--- src/rtl/tank_lever_mapper.sv ---
//------------------------------------------------------------------------------
// tank_lever_mapper
//
// Per player channel: debounces a 4-way stick plus a second {up,down} stick,
// maps the debounced state to dual-tread levers (A = left tread, B = right
// tread, each fw/bk) and shapes coin requests into fixed-width pulses with a
// minimum gap and a one-deep pending buffer.
//
// Ports:
//   clk_sys       in   system clock, rising edge
//   Reset_n       in   synchronous active-low reset
//   deb_cycles_i  in   stability cycles required before a stick change is
//                      accepted; 0 bypasses the debouncer
//   coin_pulse_i  in   coin high time in cycles (0 behaves as 1)
//   coin_gap_i    in   minimum low time after each pulse (0 behaves as 1)
//   mode_i        in   per channel: 0 = 8-way translate, 1 = raw dual-stick
//   dir_i         in   per channel {up,down,left,right}, active high
//   stickb_i      in   per channel second stick {up,down}, raw mode only
//   coin_i        in   per channel coin request level, active high
//   lever_o       out  per channel {A_fw,A_bk,B_fw,B_bk}, registered
//   coin_o        out  per channel shaped coin pulse, registered
//   coin_drop_o   out  per channel 1-cycle strobe on a discarded coin edge
//------------------------------------------------------------------------------
module tank_lever_mapper #(
    parameter int unsigned NUM_CH = 2,
    parameter int unsigned DEB_W  = 8,
    parameter int unsigned COIN_W = 16
) (
    input  logic                  clk_sys,
    input  logic                  Reset_n,
    input  logic [DEB_W-1:0]      deb_cycles_i,
    input  logic [COIN_W-1:0]     coin_pulse_i,
    input  logic [COIN_W-1:0]     coin_gap_i,
    input  logic [NUM_CH-1:0]     mode_i,
    input  logic [4*NUM_CH-1:0]   dir_i,
    input  logic [2*NUM_CH-1:0]   stickb_i,
    input  logic [NUM_CH-1:0]     coin_i,
    output logic [4*NUM_CH-1:0]   lever_o,
    output logic [NUM_CH-1:0]     coin_o,
    output logic [NUM_CH-1:0]     coin_drop_o
);

    typedef enum logic [1:0] {
        S_IDLE,
        S_PULSE,
        S_GAP
    } coin_state_t;

    // Reload values: a programmed 0 behaves as 1, so the counter loads N-1.
    logic [COIN_W-1:0] w_pulse_ld;
    logic [COIN_W-1:0] w_gap_ld;
    logic              w_deb_bypass;

    assign w_pulse_ld   = (coin_pulse_i == '0) ? '0 : coin_pulse_i - COIN_W'(1);
    assign w_gap_ld     = (coin_gap_i   == '0) ? '0 : coin_gap_i   - COIN_W'(1);
    assign w_deb_bypass = (deb_cycles_i == '0);

    for (genvar ch = 0; ch < NUM_CH; ch++) begin : g_ch

        //----------------------------------------------------------------------
        // Debounce on {up,down,left,right,b_up,b_down}
        //----------------------------------------------------------------------
        logic [5:0]       w_raw;
        logic [5:0]       r_samp;
        logic [5:0]       r_stable;
        logic [5:0]       w_deb;
        logic [DEB_W-1:0] r_cnt;
        logic [DEB_W:0]   w_cnt_inc;

        assign w_raw     = {dir_i[4*ch +: 4], stickb_i[2*ch +: 2]};
        assign w_cnt_inc = {1'b0, r_cnt} + (DEB_W+1)'(1);
        // In bypass the decoder reads samp directly, giving 2-edge latency.
        assign w_deb     = w_deb_bypass ? r_samp : r_stable;

        always_ff @(posedge clk_sys) begin
            if (!Reset_n) begin
                r_samp   <= '0;
                r_stable <= '0;
                r_cnt    <= '0;
            end else begin
                r_samp <= w_raw;
                if (w_deb_bypass) begin
                    r_stable <= r_samp;
                    r_cnt    <= '0;
                end else if (r_samp == r_stable) begin
                    r_cnt <= '0;
                end else if (w_cnt_inc >= {1'b0, deb_cycles_i}) begin
                    r_stable <= r_samp;
                    r_cnt    <= '0;
                end else if (w_raw != r_samp) begin
                    // samp is about to change: the new value starts from 0
                    r_cnt <= '0;
                end else begin
                    r_cnt <= w_cnt_inc[DEB_W-1:0];
                end
            end
        end

        //----------------------------------------------------------------------
        // Lever decode
        //----------------------------------------------------------------------
        logic [3:0] w_lever;
        logic [3:0] r_lever;

        always_comb begin
            w_lever = '0;
            if (mode_i[ch]) begin
                w_lever = {w_deb[5] & ~w_deb[4], w_deb[4] & ~w_deb[5],
                           w_deb[1] & ~w_deb[0], w_deb[0] & ~w_deb[1]};
            end else begin
                case (w_deb[5:2])
                    4'b1000: w_lever = 4'b1010;
                    4'b1010: w_lever = 4'b0010;
                    4'b1001: w_lever = 4'b1000;
                    4'b0001: w_lever = 4'b1001;
                    4'b0101: w_lever = 4'b0100;
                    4'b0100: w_lever = 4'b0101;
                    4'b0110: w_lever = 4'b0001;
                    4'b0010: w_lever = 4'b0110;
                    default: w_lever = 4'b0000;
                endcase
            end
        end

        always_ff @(posedge clk_sys) begin
            if (!Reset_n) begin
                r_lever <= '0;
            end else begin
                r_lever <= w_lever;
            end
        end

        assign lever_o[4*ch +: 4] = r_lever;

        //----------------------------------------------------------------------
        // Coin pulse shaper
        //----------------------------------------------------------------------
        coin_state_t       r_state, w_state_nx;
        logic [COIN_W-1:0] r_ccnt, w_ccnt_nx;
        logic              r_coin, w_coin_nx;
        logic              r_pend, w_pend_nx;
        logic              r_drop, w_drop_nx;
        logic              r_prev;
        logic              r_arm;
        logic              w_rise;
        logic              w_absorb;

        // r_arm blocks a level already high across reset from counting as a
        // new edge; it arms once coin_i has been seen low.
        assign w_rise = coin_i[ch] & ~r_prev & r_arm;

        always_ff @(posedge clk_sys) begin
            if (!Reset_n) begin
                r_state <= S_IDLE;
                r_ccnt  <= '0;
                r_coin  <= 1'b0;
                r_pend  <= 1'b0;
                r_drop  <= 1'b0;
                r_prev  <= 1'b0;
                r_arm   <= ~coin_i[ch];
            end else begin
                r_state <= w_state_nx;
                r_ccnt  <= w_ccnt_nx;
                r_coin  <= w_coin_nx;
                r_pend  <= w_pend_nx;
                r_drop  <= w_drop_nx;
                r_prev  <= coin_i[ch];
                if (!coin_i[ch]) begin
                    r_arm <= 1'b1;
                end
            end
        end

        always_comb begin
            w_state_nx = r_state;
            w_ccnt_nx  = r_ccnt;
            w_coin_nx  = r_coin;
            w_pend_nx  = r_pend;
            w_drop_nx  = 1'b0;
            w_absorb   = 1'b0;
            case (r_state)
                S_IDLE: begin
                    if (w_rise) begin
                        w_state_nx = S_PULSE;
                        w_ccnt_nx  = w_pulse_ld;
                        w_coin_nx  = 1'b1;
                    end
                end
                S_PULSE: begin
                    w_absorb = w_rise;
                    if (r_ccnt != '0) begin
                        w_ccnt_nx = r_ccnt - COIN_W'(1);
                    end else begin
                        w_state_nx = S_GAP;
                        w_ccnt_nx  = w_gap_ld;
                        w_coin_nx  = 1'b0;
                    end
                end
                S_GAP: begin
                    if (r_ccnt != '0) begin
                        w_ccnt_nx = r_ccnt - COIN_W'(1);
                        w_absorb  = w_rise;
                    end else if (r_pend) begin
                        // pending coin is served; a same-cycle edge re-queues
                        w_state_nx = S_PULSE;
                        w_ccnt_nx  = w_pulse_ld;
                        w_coin_nx  = 1'b1;
                        w_pend_nx  = 1'b0;
                        w_absorb   = w_rise;
                    end else if (w_rise) begin
                        w_state_nx = S_PULSE;
                        w_ccnt_nx  = w_pulse_ld;
                        w_coin_nx  = 1'b1;
                    end else begin
                        w_state_nx = S_IDLE;
                    end
                end
                default: begin
                    w_state_nx = S_IDLE;
                    w_coin_nx  = 1'b0;
                end
            endcase
            if (w_absorb) begin
                if (w_pend_nx) begin
                    w_drop_nx = 1'b1;
                end else begin
                    w_pend_nx = 1'b1;
                end
            end
        end

        assign coin_o[ch]      = r_coin;
        assign coin_drop_o[ch] = r_drop;
    end

endmodule

--- config.mk ---
export PLATFORM = sky130hd
export DESIGN_NAME = tank_lever_mapper
export DESIGN_NICKNAME = d
export VERILOG_FILES = /design/src/rtl/tank_lever_mapper.sv
export SDC_FILE = /design/constraint.sdc
export NUM_CORES = 1
export LEC_CHECK = 0
export BUFFER_PORTS_ARGS = -buffer_cell sky130_fd_sc_hd__clkbuf_2
export CORE_MARGIN = 3
export CORE_UTILIZATION = 50
export CTS_CLUSTER_SIZE = 16
export DETAILED_ROUTE_END_ITERATION = 7
export PLACE_DENSITY = 0.68
export SETUP_SLACK_MARGIN = 0.05
export SYNTH_ARGS = -nofsm -noshare
export SYNTH_HDL_FRONTEND = slang
export SYNTH_SLANG_ARGS = --single-unit
--- constraint.sdc ---
create_clock -name clk_sys -period 3.6 [get_ports clk_sys]
set_clock_uncertainty 0.15 [all_clocks]
set_input_delay 0.36 -clock clk_sys [delete_from_list [all_inputs] [get_ports clk_sys]]
set_output_delay 0.36 -clock clk_sys [all_outputs]
set_load 0.005 [all_outputs]
== Word-level counts from Yosys, hierarchy flattened ==
Memories as Yosys holds them, arrays and structs flattened.
Index checks and enable logic that the tools add are counted.

* Memory bits (read-only): 128
* Flip-flop bits (word level): 94
* Memories kept: 2
* Output and inout port bits: 12
* Input port bits: 58
* Word-level logic and storage cells: 158

{| class="wikitable"
|+ Memories
! name !! depth !! bits a word !! rd ports !! clocked after memory_dff !! write ports !! RTL line !! text
|-
| (no name shown) || 16 || 4 || 1 || 0 || 0 || 111 || <nowiki>case (w_deb[5:2])</nowiki>
|-
| (no name shown) || 16 || 4 || 1 || 0 || 0 || 111 ||
|}

* Muxes and demuxes: 62
* $lt $le $gt $ge: 2
* Bitwise gates (word level): 25
* Add/sub/neg operators: 6
* Reductions and logical operators: 21
* Eq/ne operators: 18

{| class="wikitable"
|+ Operators by type and width
! cell !! count
|-
| 16-bit 2-to-1 mux || 10
|-
| 16-bit case mux with 3 select lines || 2
|-
| 16-bit by 1-bit subtractor with 16-bit output, second input constant || 4
|-
| 6-bit 2-to-1 mux || 8
|-
| 16-bit zero test || 2
|-
| 16-bit nonzero test || 2
|-
| 1-bit 2-to-1 mux || 28
|-
| 2-bit != test, second input constant || 10
|-
| 8-bit by 1-bit adder with 9-bit output, second input constant || 2
|-
| 9-bit by 8-bit greater-or-equal comparator with 1-bit output || 2
|-
| 1-bit inverter || 13
|-
| 1-bit bitwise AND || 12
|-
| 6-bit equality test || 2
|-
| 2-bit 2-to-1 mux || 6
|-
| 6-bit != test || 2
|-
| 2-bit case mux with 3 select lines || 2
|-
| 2-bit AND reduction || 6
|-
| 5-bit OR reduction || 2
|-
| 8-bit zero test || 1
|-
| 4-bit 2-to-1 mux || 2
|-
| 1-bit case mux with 3 select lines || 2
|-
| 3-bit AND reduction || 2
|-
| 3-bit nonzero test || 2
|-
| 2-bit by 1-bit equality test with 1-bit output, second input constant || 2
|-
| 4 further kinds || 8
|}

== Depth between registers and ports, before layout ==
* Word-level depth: 7
* Depth in mapped cells: 12
* Mapped depth without buffers: 11

== Least setup slack after synthesis ==
OpenSTA, ideal clock, no wires.

* Path type: reg2reg
* From: reg g_ch[0].r_cnt[0]
* To: reg g_ch[0].r_stable[2]
* Cell stages (with the launch flop): 12
* Path buffers: 1
* Clock period less this slack: 2.548 ns
* Path slack: 1.052 ns
* Arrival: 2.268 ns
* Required time: 3.320 ns
* Setup time: 0.130 ns
* Path through: dfxtp_1 -> ha_1 -> nand3_1 -> xnor2_1 -> ha_1 -> a21o_1 -> a211o_1 -> a211oi_1 -> o31ai_1 -> clkbuf_1 -> nand3_1 -> o21ai_0

* Longest elaborated chain between the ends: 4

{| class="wikitable"
|+ RTL lines
! what !! RTL line !! text
|-
| from (decl) || 67 || <nowiki>logic [DEB_W-1:0] r_cnt;</nowiki>
|-
| from (signal assigned) || 94 || <nowiki>r_cnt <= w_cnt_inc[DEB_W-1:0];</nowiki>
|-
| 8-bit by 1-bit adder with 9-bit output || 71 || <nowiki>assign w_cnt_inc = {1'b0, r_cnt} + (DEB_W+1)'(1);</nowiki>
|-
| net g_ch[0].w_cnt_inc[4] || 68 || <nowiki>logic [DEB_W:0] w_cnt_inc;</nowiki>
|-
| 9-bit by 8-bit greater-or-equal comparator with 1-bit output || 87 || <nowiki>end else if (w_cnt_inc >= {1'b0, deb_cycles_i}) begin</nowiki>
|-
| 2-bit nonzero test (no source line) || -- ||
|-
| 2-bit AND reduction (no source line) || -- ||
|-
| to (signal assigned) || 83 || <nowiki>r_stable <= r_samp;</nowiki>
|-
| to (signal assigned) || 88 || <nowiki>r_stable <= r_samp;</nowiki>
|-
| to (decl) || 65 || <nowiki>logic [5:0] r_stable;</nowiki>
|}

The timed path passes the listed nets, and every way through them passes these cells.
A chain may end at the register's enable or synchronous reset.

== Final worst setup path ==
* From: reg g_ch[0].r_cnt[0]
* To: reg g_ch[0].r_cnt[6]

* Longest elaborated chain between the ends: 3

{| class="wikitable"
|+ RTL lines
! what !! RTL line
|-
| 8-bit by 1-bit adder with 9-bit output || 71
|-
| net g_ch[0].w_cnt_inc[4] || 68
|-
| 9-bit by 8-bit greater-or-equal comparator with 1-bit output || 87
|-
| 5-bit OR reduction (no source line) || --
|}

The timed path passes the listed nets, and every way through them passes these cells.

==> results.yml <==
clocking:
  cts_tree: "yes"
  clock_sinks: 94
  clkTransAtPathRegs_ns: 0.07
  post_cts_buffers: 0
  numCtsBuffers: 9
  cts_root_buffer: "clkbuf_16"
  cts_hold_buf: 0
  cts.path.max_buffers: 2
  cts_resized: 0
  clk_latency_ns: 0.36
  htree_levels: 3
placed_design:
  pre_cts_ws_ns: 0.743
  dpl_cell_area_sq_um: 7750
  hpwl_um: 16200
  dp_cells: 1161
  gp_congestion: 0.936
  portBuffers: 69
synth:
  yosys-top-cells-area: "dfxtp_1, ha_1, a21oi_1"
  synth.most_common_cell: "dfxtp_1"
  yosysUniqueCellTypes: 80
  synthCells: 940
  synth_top_area_share_pct: 25.4
  ys_seq_elements: 94
  yosysTopAreaCell: "dfxtp_1"
  synth_nets: 1032
  synth_edf_count: 2
  syn_area_sq_um: 7250
  ys_top_cells_by_count: "dfxtp_1, nand2_1, nor2_1, a21oi_1, o21ai_0"
  ys_warn_count: 0
  synth_seq_area_share_pct: 26.2
  synth-main-ff-cell: "dfxtp_1"
  avgSynthCellArea_sq_um: 7.72
  async_flop_share_pct: 0
sta:
  tightest_slew_ns: 0.778
  holdWs_ns: 0.0847
  finalCritPeriodShare_pct: 82.0
  fmax_ghz: 0.339
  min_period_ns: 2.95
  setup_slack_ns: 0.648
  setup_viol: 0
  drv_slew: 0
  setup_tns_ns: 0
  final-hold-violation-count: 0
  rsz0062_at_grt: "false"
  slew-limit-headroom_pct: 47.6
die:
  die_w_um: 126
  die_h_um: 126
  die_area_sq_um: 16000
  ios: 70
  start_util_pct: 51.7
  rows: 43
  core_area_sq_um: 14000
critical_path:
  cp-end-kind: "flop"
  crit_path_max_incr_delay_ns: 0.42
  required_ns: 3.74
  arrival_ns: 3.09
  crit_cells: 9
  crit_path_frequent_cell: "ha_1"
  r2r_cells: 9
  critical-path-top-delay-family: "compound AO/OA/AOI/OAI gates"
  path_class: "flop to flop"
  crit_buf_inv: 0
  cp_max_fo: 8
  startpoint_type: "flop"
  slowest_stage: "o2111ai_1"
  crit_chain: "ha_1, nand3_1, xnor2_1, ha_1, a21o_1, a211o_1, a211oi_1, o2111ai_1, nor2b_1"
job:
  maxCapViolCount: 0
drt:
  num_vias: 7413
  drt_iter0_markers: 907
  ant_nets: 0
  drc: 0
  wl_um: 21800
  dr.pass1.iters: 6
  wl_per_cell_um: 18.5
  viasPerCell: 6.30
cells_and_area:
  instances_no_fill: 1177
  area_growth_pct: 10.8
  diodes: 0
  num-fill-cells: 1362
  drive_gt1_share_pct: 13.8
  multi_input_area_sq_um: 4960
  final_area_sq_um: 8040
  ff_latch_area_sq_um: 1900
  final_nets: 1084
power:
  power_leakage_uw: 0.00317
  p_per_area_nw_per_um2: 407
  ir_worst_vdd_v: 0.000254
grt:
  first_global_vias: 6723
  grt_pass1_wl_um: 35300
  grt_max_degree: 30
  grt_use_total_pct: 27.0
  grt_overflow: 0
  antenna_found_initial: 0
outcome:
  outcome: "finished, final reports clean"
worst_hold_path:
  min_path_cells: 2
  hold_class: "primary input to flop"
## per-stage QoR
step / util [%] / power, uW
6_report: 57.2 / 3270
5_1_grt: 57.2 / 3440
4_1_cts: 57.2 / 3260
3_5_place_dp: 55.2 / 2300
3_3_place_gp: 55.2 / 2290
2_1_floorplan: - / 2010
## power breakdown
group	internal (uW)	total (uW)	switching, uW
registers	1110	1200	90.7
clock network	540	963	423
logic	418	1110	693
## cell families (layout without fill, tap and decap cells)
family | Yosys count | count (layout) | synth area share, %
multiplexers | 27 | 27 | 3.81
buffers and inverters | 93 | 150 | 5.47
XOR/XNOR | 61 | 61 | 7.36
adder cells (fa/ha/maj) | 34 | 34 | 5.86
AND/OR/NAND/NOR | 365 | 365 | 26.6
AO/OA/AOI/OAI | 266 | 266 | 24.7
flip-flops | 94 | 94 | 26.2
## final timing paths
check	startpoint	to	slack [ns]
setup / recovery	g_ch[0].r_cnt[0]	g_ch[0].r_cnt[6]	0.65
hold / removal	stickb_i[0]	g_ch[0].r_samp[0]	0.08
setup reg to reg	g_ch[0].r_cnt[0]	g_ch[0].r_cnt[6]	0.65
hold reg to reg	g_ch[1].r_cnt[0]	g_ch[1].r_cnt[0]	0.33
## routing by layer
metal | global-route usage [%] | routed length, um
met4 | 8.14 | 495
met3 | 6.02 | 1820
met5 | 0 | 0
met1 | 38.7 | 9880
met2 | 40.6 | 9580
## cell usage in the layout (no fill, tap or decap), types with 21 or more instances in the layout
master,count
nand3_1,40
o21ai_0,57
nand2_1,76
nor3_1,35
xor2_1,24
clkbuf_2,69
buf_4,21
ha_1,34
nor2_1,73
dfxtp_1,92
inv_1,44
a21oi_1,67
xnor2_1,37
mux2i_1,22
## registers in the layout, summed over array words and instances (netlist names)
register	cells
g_ch.r_state	4
g_ch.r_pend	2
g_ch.r_samp	12
g_ch.r_prev	2
g_ch.r_arm	2
g_ch.r_ccnt	32
g_ch.r_coin	2
g_ch.r_cnt	16
g_ch.r_stable	12
g_ch.r_drop	2
g_ch.r_lever	8
## final cells by class
type                            count  share of cell area, %
Timing Repair Buffer               90                   6.26
Clock inverter                      3                  0.560
Sequential cell                    94                   23.7
Tap cell                          180                   2.80
Inverter                           44                   2.06
Multi-Input combinational cell    753                   61.7
Clock buffer                       13                   2.99
(Power assumes the default switching activity.)
